### config.mk
export PLATFORM = sky130hd
export DESIGN_NAME = fp32_mul_sched
export DESIGN_NICKNAME = d
export VERILOG_FILES = /design/src/rtl/fp32_mul_pkg.sv /design/src/rtl/fp32_mul_sched_rr_arbiter.sv /design/src/rtl/fp32_mul_sched.sv
export SDC_FILE = /design/constraint.sdc
export NUM_CORES = 1
export LEC_CHECK = 0
export CAP_MARGIN = 5
export CORE_AREA = 2 2 196 198
export DETAILED_ROUTE_END_ITERATION = 8
export DIE_AREA = 0 0 198 200
export GPL_TIMING_DRIVEN = 1
export PLACE_DENSITY_LB_ADDON = 0.3
export SLEW_MARGIN = 20
export SYNTH_ARGS = -nofsm -noshare
export SYNTH_HDL_FRONTEND = slang
export SYNTH_HIERARCHICAL = 1
export SYNTH_SLANG_ARGS = --single-unit
export TNS_END_PERCENT = 50
### constraint.sdc
create_clock -name i_clk -period 6.3 [get_ports i_clk]
set_input_delay 0.945 -clock i_clk [delete_from_list [all_inputs] [get_ports i_clk]]
set_output_delay 0.945 -clock i_clk [all_outputs]
set_load 0.02 [all_outputs]
### src/rtl/fp32_mul_pkg.sv
// Shared types and constants for the FP32 multiplier scheduler.
// Tag indices are sized for up to 8 requesters.
package fp32_mul_pkg;

    typedef logic [31:0] fp32_t;

    localparam fp32_t FP32_ONE   = 32'h3F800000;
    localparam fp32_t FP32_TWO   = 32'h40000000;
    localparam fp32_t FP32_THREE = 32'h40400000;
    localparam fp32_t FP32_SIX   = 32'h40C00000;

    localparam int IDX_W = 3;

    typedef struct packed {
        logic             valid;
        logic [IDX_W-1:0] idx;
    } tag_t;

endpackage

### src/rtl/fp32_mul_sched_rr_arbiter.sv
// Combinational round-robin arbiter: picks the first request above i_ptr,
// wrapping to the lowest request when nothing above the pointer is asking.
module rr_arbiter #(
    parameter int N  = 4,
    parameter int IW = 3
) (
    input  logic [N-1:0]  i_req,
    input  logic [IW-1:0] i_ptr,
    output logic [N-1:0]  o_grant,
    output logic [IW-1:0] o_idx,
    output logic          o_any
);

    logic          w_hi_found;
    logic          w_lo_found;
    logic [IW-1:0] w_hi_idx;
    logic [IW-1:0] w_lo_idx;

    // Descending scan leaves the lowest matching index in each candidate.
    always_comb begin
        w_hi_found = 1'b0;
        w_lo_found = 1'b0;
        w_hi_idx   = '0;
        w_lo_idx   = '0;
        for (int j = N - 1; j >= 0; j--) begin
            if (i_req[j]) begin
                w_lo_found = 1'b1;
                w_lo_idx   = IW'(j);
                if (IW'(j) > i_ptr) begin
                    w_hi_found = 1'b1;
                    w_hi_idx   = IW'(j);
                end
            end
        end
    end

    assign o_any   = w_lo_found;
    assign o_idx   = w_hi_found ? w_hi_idx : w_lo_idx;
    assign o_grant = o_any ? (N'(1) << o_idx) : '0;

endmodule

### src/rtl/fp32_mul_sched.sv
// Shares one pipelined FP32 multiplier among N requesters: round-robin issue,
// a tag pipeline matched to the multiplier latency, and one result slot each.
module fp32_mul_sched
    import fp32_mul_pkg::*;
#(
    parameter int N       = 4,
    parameter int MUL_LAT = 1
) (
    input  logic              i_clk,
    input  logic              i_rst,
    input  logic [N-1:0]      i_req_valid,
    output logic [N-1:0]      o_req_ready,
    input  logic [N*32-1:0]   i_req_a,
    input  logic [N*32-1:0]   i_req_b,
    output logic [N-1:0]      o_rsp_valid,
    input  logic [N-1:0]      i_rsp_ready,
    output logic [N*32-1:0]   o_rsp_data,
    output logic [31:0]       o_mul_a,
    output logic [31:0]       o_mul_b,
    input  logic [31:0]       i_mul_product,
    output logic              o_busy
);

    localparam int DEPTH = MUL_LAT + 1;

    logic [IDX_W-1:0] r_ptr;
    tag_t             r_tag [DEPTH];
    logic [N-1:0]     r_inflight;
    logic [N-1:0]     r_rsp_valid;
    logic [N*32-1:0]  r_rsp_data;
    fp32_t            r_mul_a;
    fp32_t            r_mul_b;

    logic [N-1:0]     w_elig;
    logic [N-1:0]     w_grant;
    logic [IDX_W-1:0] w_idx;
    logic             w_any;
    fp32_t            w_sel_a;
    fp32_t            w_sel_b;
    tag_t             w_done;

    // A requester with anything outstanding waits, so its slot never overflows.
    assign w_elig = i_req_valid & ~r_inflight & ~r_rsp_valid;

    rr_arbiter #(
        .N  (N),
        .IW (IDX_W)
    ) u_arb (
        .i_req   (w_elig),
        .i_ptr   (r_ptr),
        .o_grant (w_grant),
        .o_idx   (w_idx),
        .o_any   (w_any)
    );

    always_comb begin
        w_sel_a = '0;
        w_sel_b = '0;
        for (int i = 0; i < N; i++) begin
            if (w_grant[i]) begin
                w_sel_a = i_req_a[i*32 +: 32];
                w_sel_b = i_req_b[i*32 +: 32];
            end
        end
    end

    assign w_done = r_tag[DEPTH-1];

    always_ff @(posedge i_clk or posedge i_rst) begin
        if (i_rst) begin
            r_ptr       <= IDX_W'(N - 1);
            r_inflight  <= '0;
            r_rsp_valid <= '0;
            r_rsp_data  <= '0;
            r_mul_a     <= '0;
            r_mul_b     <= '0;
            for (int k = 0; k < DEPTH; k++) begin
                r_tag[k] <= '0;
            end
        end else begin
            if (w_any) begin
                r_ptr   <= w_idx;
                r_mul_a <= w_sel_a;
                r_mul_b <= w_sel_b;
            end
            r_tag[0] <= '{valid: w_any, idx: w_idx};
            for (int k = 1; k < DEPTH; k++) begin
                r_tag[k] <= r_tag[k-1];
            end
            // The final tag stage lines up with the product on i_mul_product.
            for (int i = 0; i < N; i++) begin
                if (w_done.valid && (w_done.idx == IDX_W'(i))) begin
                    r_rsp_data[i*32 +: 32] <= i_mul_product;
                    r_rsp_valid[i]         <= 1'b1;
                    r_inflight[i]          <= 1'b0;
                end else begin
                    if (i_rsp_ready[i] && r_rsp_valid[i]) begin
                        r_rsp_valid[i] <= 1'b0;
                    end
                    if (w_grant[i]) begin
                        r_inflight[i] <= 1'b1;
                    end
                end
            end
        end
    end

    assign o_req_ready = w_grant;
    assign o_rsp_valid = r_rsp_valid;
    assign o_rsp_data  = r_rsp_data;
    assign o_mul_a     = r_mul_a;
    assign o_mul_b     = r_mul_b;
    assign o_busy      = (|r_inflight) | (|r_rsp_valid);

endmodule
## Word-level counts from Yosys, hierarchy flattened

Index checks and enable logic that the tools add are counted.

| word-level totals | value |
|---|---|
| output and inout bits | 201 |
| register bits | 211 |
| bits of input ports | 298 |
| word-level logic and storage cells | 101 |

| cells by class | value |
|---|---|
| multiplexer cells | 50 |
| $lt $le $gt $ge | 4 |
| equality and inequality tests | 3 |
| reductions and logical operators | 19 |
| shift-type cells | 1 |
| bitwise logic cells | 5 |

Operator list:

| kind | number |
|---|---|
| two-way mux 32 bit | 8 |
| two-way mux 1 bit | 28 |
| two-way mux 3 bit | 8 |
| nonzero test 2 bit | 8 |
| two-way mux 2 bit | 5 |
| bitwise AND 4 bit | 2 |
| logical AND 1 bit | 8 |
| inverter 4 bit | 2 |
| OR reduction 4 bit | 2 |
| == test 3 x 2 -> 1 bit, second input constant | 2 |
| greater-than comparator 1 x 3 -> 1 bit, first input constant | 2 |
| greater-than comparator 2 x 3 -> 1 bit, first input constant | 2 |
| two-way mux 4 bit | 1 |
| left shift 1 x 3 -> 4 bit, first input constant | 1 |
| == test 3 x 1 -> 1 bit, second input constant | 1 |
| zero test 3 bit | 1 |
| OR 1 bit | 1 |

## Depth between registers and ports, before layout

| depth | value |
|---|---|
| depth in word-level cells | 17 |
| gate-level depth with buffers | 10 |
| gate-level depth less buffers | 8 |

## By module

Netlist, hierarchy kept.

By module, submodules not included:

| module | instances | area an instance (µm²) | cells an instance | sequential area each (µm²) |
|---|---|---|---|---|
| fp32_mul_sched | 1 | 9113.7 | 756 | 5282.6 |
| rr_arbiter | 1 | 197.7 | 27 | 0.0 |

## Worst setup path before layout

No wires, ideal clock.

| timing | value |
|---|---|
| path kind | input-to-output |
| start | input port i_req_valid[2] |
| end | output port o_req_ready[2] |
| path buffers | 0 |
| data arrival time | 2445 ps |
| data required time | 5355 ps |
| slack | 2910 ps |
| stages | 5 |
| cell sequence | nor3b_1 > or3b_1 > a21oi_2 > o22ai_2 > nor2b_1 |

| between the ends | value |
|---|---|
| word-level cells in the longest chain between the ends | 10 |
| elaborated cells between the ends (all ways) | 21 |
| those cells by class | shift: 1; mux: 18; bitwise: 2 |

RTL lines:

| what | RTL line | source |
|---|---|---|
| start: declaration | fp32_mul_sched.sv:11 | `input logic [N-1:0] i_req_valid,` |
| bitwise AND 4 bit * (2 in a row) | fp32_mul_sched.sv:43 | `assign w_elig = i_req_valid & ~r_inflight & ~r_rsp_valid;` |
| two-way mux 3 bit or two-way mux 1 bit (tied branches) | fp32_mul_sched_rr_arbiter.sv:26 | `if (i_req[j]) begin` |
| two-way mux 3 bit or two-way mux 1 bit (tied branches) | fp32_mul_sched_rr_arbiter.sv:29 | `if (IW'(j) > i_ptr) begin` |
| two-way mux 3 bit or two-way mux 1 bit (tied branches) | fp32_mul_sched_rr_arbiter.sv:26 |  |
| two-way mux 3 bit or two-way mux 1 bit (tied branches) | fp32_mul_sched_rr_arbiter.sv:29 |  |
| two-way mux 3 bit or two-way mux 1 bit (tied branches) | fp32_mul_sched_rr_arbiter.sv:26 |  |
| two-way mux 3 bit * | fp32_mul_sched_rr_arbiter.sv:38 | `assign o_idx = w_hi_found ? w_hi_idx : w_lo_idx;` |
| named net w_idx[0] | fp32_mul_sched.sv:36 | `logic [IDX_W-1:0] w_idx;` |
| left shift 1 x 3 -> 4 bit * | fp32_mul_sched_rr_arbiter.sv:39 | `assign o_grant = o_any ? (N'(1) << o_idx) : '0;` |
| two-way mux 4 bit * | fp32_mul_sched_rr_arbiter.sv:39 |  |
| end: declaration | fp32_mul_sched.sv:12 | `output logic [N-1:0] o_req_ready,` |

Mark *: on every way through the listed nets, which the timed path passes. The rest lies on a longest branch.

## Worst setup path after layout

| timing | value |
|---|---|
| start | input port i_req_valid[2] |
| end | output port o_req_ready[2] |

| between the ends | value |
|---|---|
| word-level cells in the longest chain between the ends | 10 |
| elaborated cells between the ends (all ways) | 21 |
| those cells by class | shift: 1; mux: 18; bitwise: 2 |

RTL lines:

| what | RTL line | source |
|---|---|---|
| bitwise AND 4 bit * (2 in a row) | fp32_mul_sched.sv:43 |  |
| named net w_elig[2] | fp32_mul_sched.sv:34 | `logic [N-1:0] w_elig;` |
| two-way mux 3 bit or two-way mux 1 bit (tied branches) | fp32_mul_sched_rr_arbiter.sv:26 |  |
| two-way mux 3 bit or two-way mux 1 bit (tied branches) | fp32_mul_sched_rr_arbiter.sv:29 |  |
| two-way mux 3 bit or two-way mux 1 bit (tied branches) | fp32_mul_sched_rr_arbiter.sv:26 |  |
| two-way mux 3 bit or two-way mux 1 bit (tied branches) | fp32_mul_sched_rr_arbiter.sv:29 |  |
| two-way mux 3 bit or two-way mux 1 bit (tied branches) | fp32_mul_sched_rr_arbiter.sv:26 |  |
| two-way mux 3 bit * | fp32_mul_sched_rr_arbiter.sv:38 |  |
| named net w_idx[1] | fp32_mul_sched.sv:36 |  |
| left shift 1 x 3 -> 4 bit * | fp32_mul_sched_rr_arbiter.sv:39 |  |
| two-way mux 4 bit * | fp32_mul_sched_rr_arbiter.sv:39 |  |

Marked as above.

==> results.py <==
metrics = {
    "outcome": {
        "outcome": "complete, no violations",
    },
    "timing": {
        "clock.fmax_ghz": 0.2111,
        "finalSetupTns_ns": 0,
        "fin_worst_skew_ns": 0.02375,
        "rsz0062_at_grt": "no",
        "setup_viol": 0,
        "slew_headroom_pct": 30.95,
        "min_period_ns": 4.737,
        "period_share_pct": 75.19,
        "drv_slew": 0,
        "max_slew.worst_pin.slew_ns": 1.036,
        "hold_viol": 0,
        "setup_ws_ns": 1.563,
    },
    "finish": {
        "ff_latch_area_mm2": 0.005283,
        "mostFrequentLayoutCells": "498 x clkdlybuf4s50_1, 209 x dfrtp_1, 129 x mux2_2",
        "nFillCells": 3629,
        "final_common_cell": "clkdlybuf4s50_1",
        "final_area_mm2": 0.01554,
        "area_delta_synth_final_pct": 66.93,
        "multi_input_area_mm2": 0.003727,
        "drive_gt1_share_pct": 15.46,
        "final_util_pct": 41.56,
        "layoutNonFillerInstCount": 1787,
        "nets": 1555,
    },
    "routing": {
        "vias_per_cell": 4.675,
        "vias": 8354,
        "drt_wl_total_um": 36420,
        "route.detailed.drc": 0,
        "drt-initial-drc-count": 278,
        "wl_per_cell_um": 20.38,
        "antenna_left": 0,
        "firstDrtPassIters": 4,
    },
    "synthesis": {
        "synth-edff-count": 0,
        "synth_area_mm2": 0.009311,
        "synth_cells": 783,
        "syn_avg_cell_area_um2": 11.89,
        "synth.distinct_cells": 39,
        "ys_warn_count": 6,
        "synth_flop_cell": "dfrtp_1",
        "async_flop_share_pct": 100.0,
        "yosysTopAreaCell": "dfrtp_1",
        "yosys.area.top_type_share_pct": 56.17,
        "yosys-top-cells-area": "dfrtp_1 56%, mux2_2 16%, nand3b_1 5.3%",
        "yosys_register_bits": 211,
        "synth.net_count": 1081,
        "seq_area_frac_synth_pct": 56.73,
    },
    "setup_path": {
        "start_kind": "input port",
        "cp.arrival_ns": 3.79,
        "r2r_start": "o_rsp_valid[1]$_DFFE_PP0P_",
        "worstSetupEndpointType": "output port",
        "crit_fanout": 17,
        "cp-startpoint": "i_req_valid[2]",
        "required_ns": 5.35,
        "crit_type": "input port to output port",
    },
    "run": {
        "cap_viol_max_count": 0,
    },
    "floorplanning": {
        "std_cell_rows": 71,
        "die_w_um": 198,
        "chipHeight_um": 200,
        "die_area_mm2": 0.03960,
        "top_level_ports": 499,
        "core-area_mm2": 0.03740,
        "start_util_pct": 24.90,
    },
    "global_routing": {
        "grt_pass1_vias": 8639,
        "antenna_found_initial": 6,
        "grt_max_degree": 116,
        "gr-usage-met1_pct": 19.94,
        "grt_pass1_wl_um": 52840,
        "busiest_layer": "met2",
        "grt_usage_pct": 17.58,
        "grt_overflow": 0,
        "use_met2_pct": 31.30,
        "grt_util_met3_pct": 5.830,
    },
    "pwr": {
        "peakVddDrop_mv": 0.1725,
        "p_per_area_mw_per_mm2": 530.0,
        "total_leakage_power_uw": 0.006005,
    },
    "clocking": {
        "clock_path_buffers": 3,
        "clock-root-buffer": "clkbuf_16",
        "path_clk_slew_ns": 0.05,
        "cts_sinks": 211,
        "cts_setup_buffers": 0,
        "cts-buffers-inserted": 25,
        "clock_latency_ns": 0.54,
        "cts_hold_buf": 0,
        "cts-resized-gates": 0,
        "htree_levels": 1,
        "cts_tree": "done",
    },
    "worst_hold_path": {
        "min_from": "r_tag[4]$_DFF_PP0_",
        "hold_class": "flip-flop to flip-flop",
    },
    "placed_design": {
        "dp_hpwl_um": 26710,
        "placed_cell_area_mm2": 0.01477,
        "gp_congestion": 0.7939,
        "place_ws_ns": 1.536,
        "dp.cells": 1741,
        "io_buffers": 498,
    },
}
## sequential cells by signal, summed over array words and instances (netlist names)
signal       count
o_rsp_data     128
r_tag            8
o_mul_a         32
o_rsp_valid      4
r_ptr            3
r_inflight       4
o_mul_b         32
## power by group
group	switching (uW)	internal (uW)
registers	381	2050
logic	2290	2150
clock network	576	787
total	3250	4990
## routing by layer
metal	share of wire [%]	vias to the layer above
li1	-	3845
met1	38	4102
met2	50	344
met3	8.8	55
met4	2.7	8
met5	0.16	-
## kinds of logic after synthesis
family / count (synthesis) / share of synthesized area [%]
DFF: 211 / 56.73
xor gates and xnor gates: 1 / 0.09408
AOI/OAI and AO/OA: 207 / 13.24
muxes: 132 / 15.95
and+or+nand+nor: 161 / 10.21
buffers and inverters: 70 / 3.736
other: 1 / 0.04027
## final cells by class
type | count | share of cell area, %
sequential | 211 | 33.99
timing repair buffer | 511 | 32.78
multi-input combinational | 502 | 23.98
clock buffer | 36 | 4.612
tap | 511 | 4.113
clock inverter | 8 | 0.3300
inverter | 6 | 0.1690
antenna | 2 | 0.03220
## synthesized netlist by cell type (3+ instances only)
library cell,n
a21oi_1,69
a31oi_1,64
buf_2,14
buf_4,4
buf_6,7
clkbuf_1,37
dfrtp_1,209
inv_1,6
mux2_2,129
nand2_1,68
nand3b_1,66
nor2_1,6
nor2b_1,3
nor3b_1,6
o22ai_1,64
## critical path, cell delays in order
cell and delay, ns:
clkdlybuf4s50_1 0.47, nor3b_1 0.54, a21oi_1 0.16, o32ai_2 0.49, nor2b_4 0.49, clkdlybuf4s50_1 0.69
## worst paths after layout
check	depth (start not counted)	to	slack (ns)
max	6	o_req_ready[2]	1.56
min	0	r_tag[0]$_DFF_PP0_	0.35
max reg2reg	9	o_mul_b[18]$_DFFE_PP0P_	2.77
min reg2reg	0	r_tag[0]$_DFF_PP0_	0.35
max in group asynchronous	3	o_mul_b[8]$_DFFE_PP0P_	4.31
min in group asynchronous	2	o_rsp_data[101]$_DFFE_PP0P_	0.82
## through the flow
step / power (uW) / hold slack [ns]
finish: 8238 / 0.3495
global route: 8716 / 0.3588
CTS: 8343 / 0.3498
detailed placement: 6945 / 0.3364
global placement: 6881 / 0.3310
floorplan: 4853 / 0.3312
(Power assumes the default switching activity.)
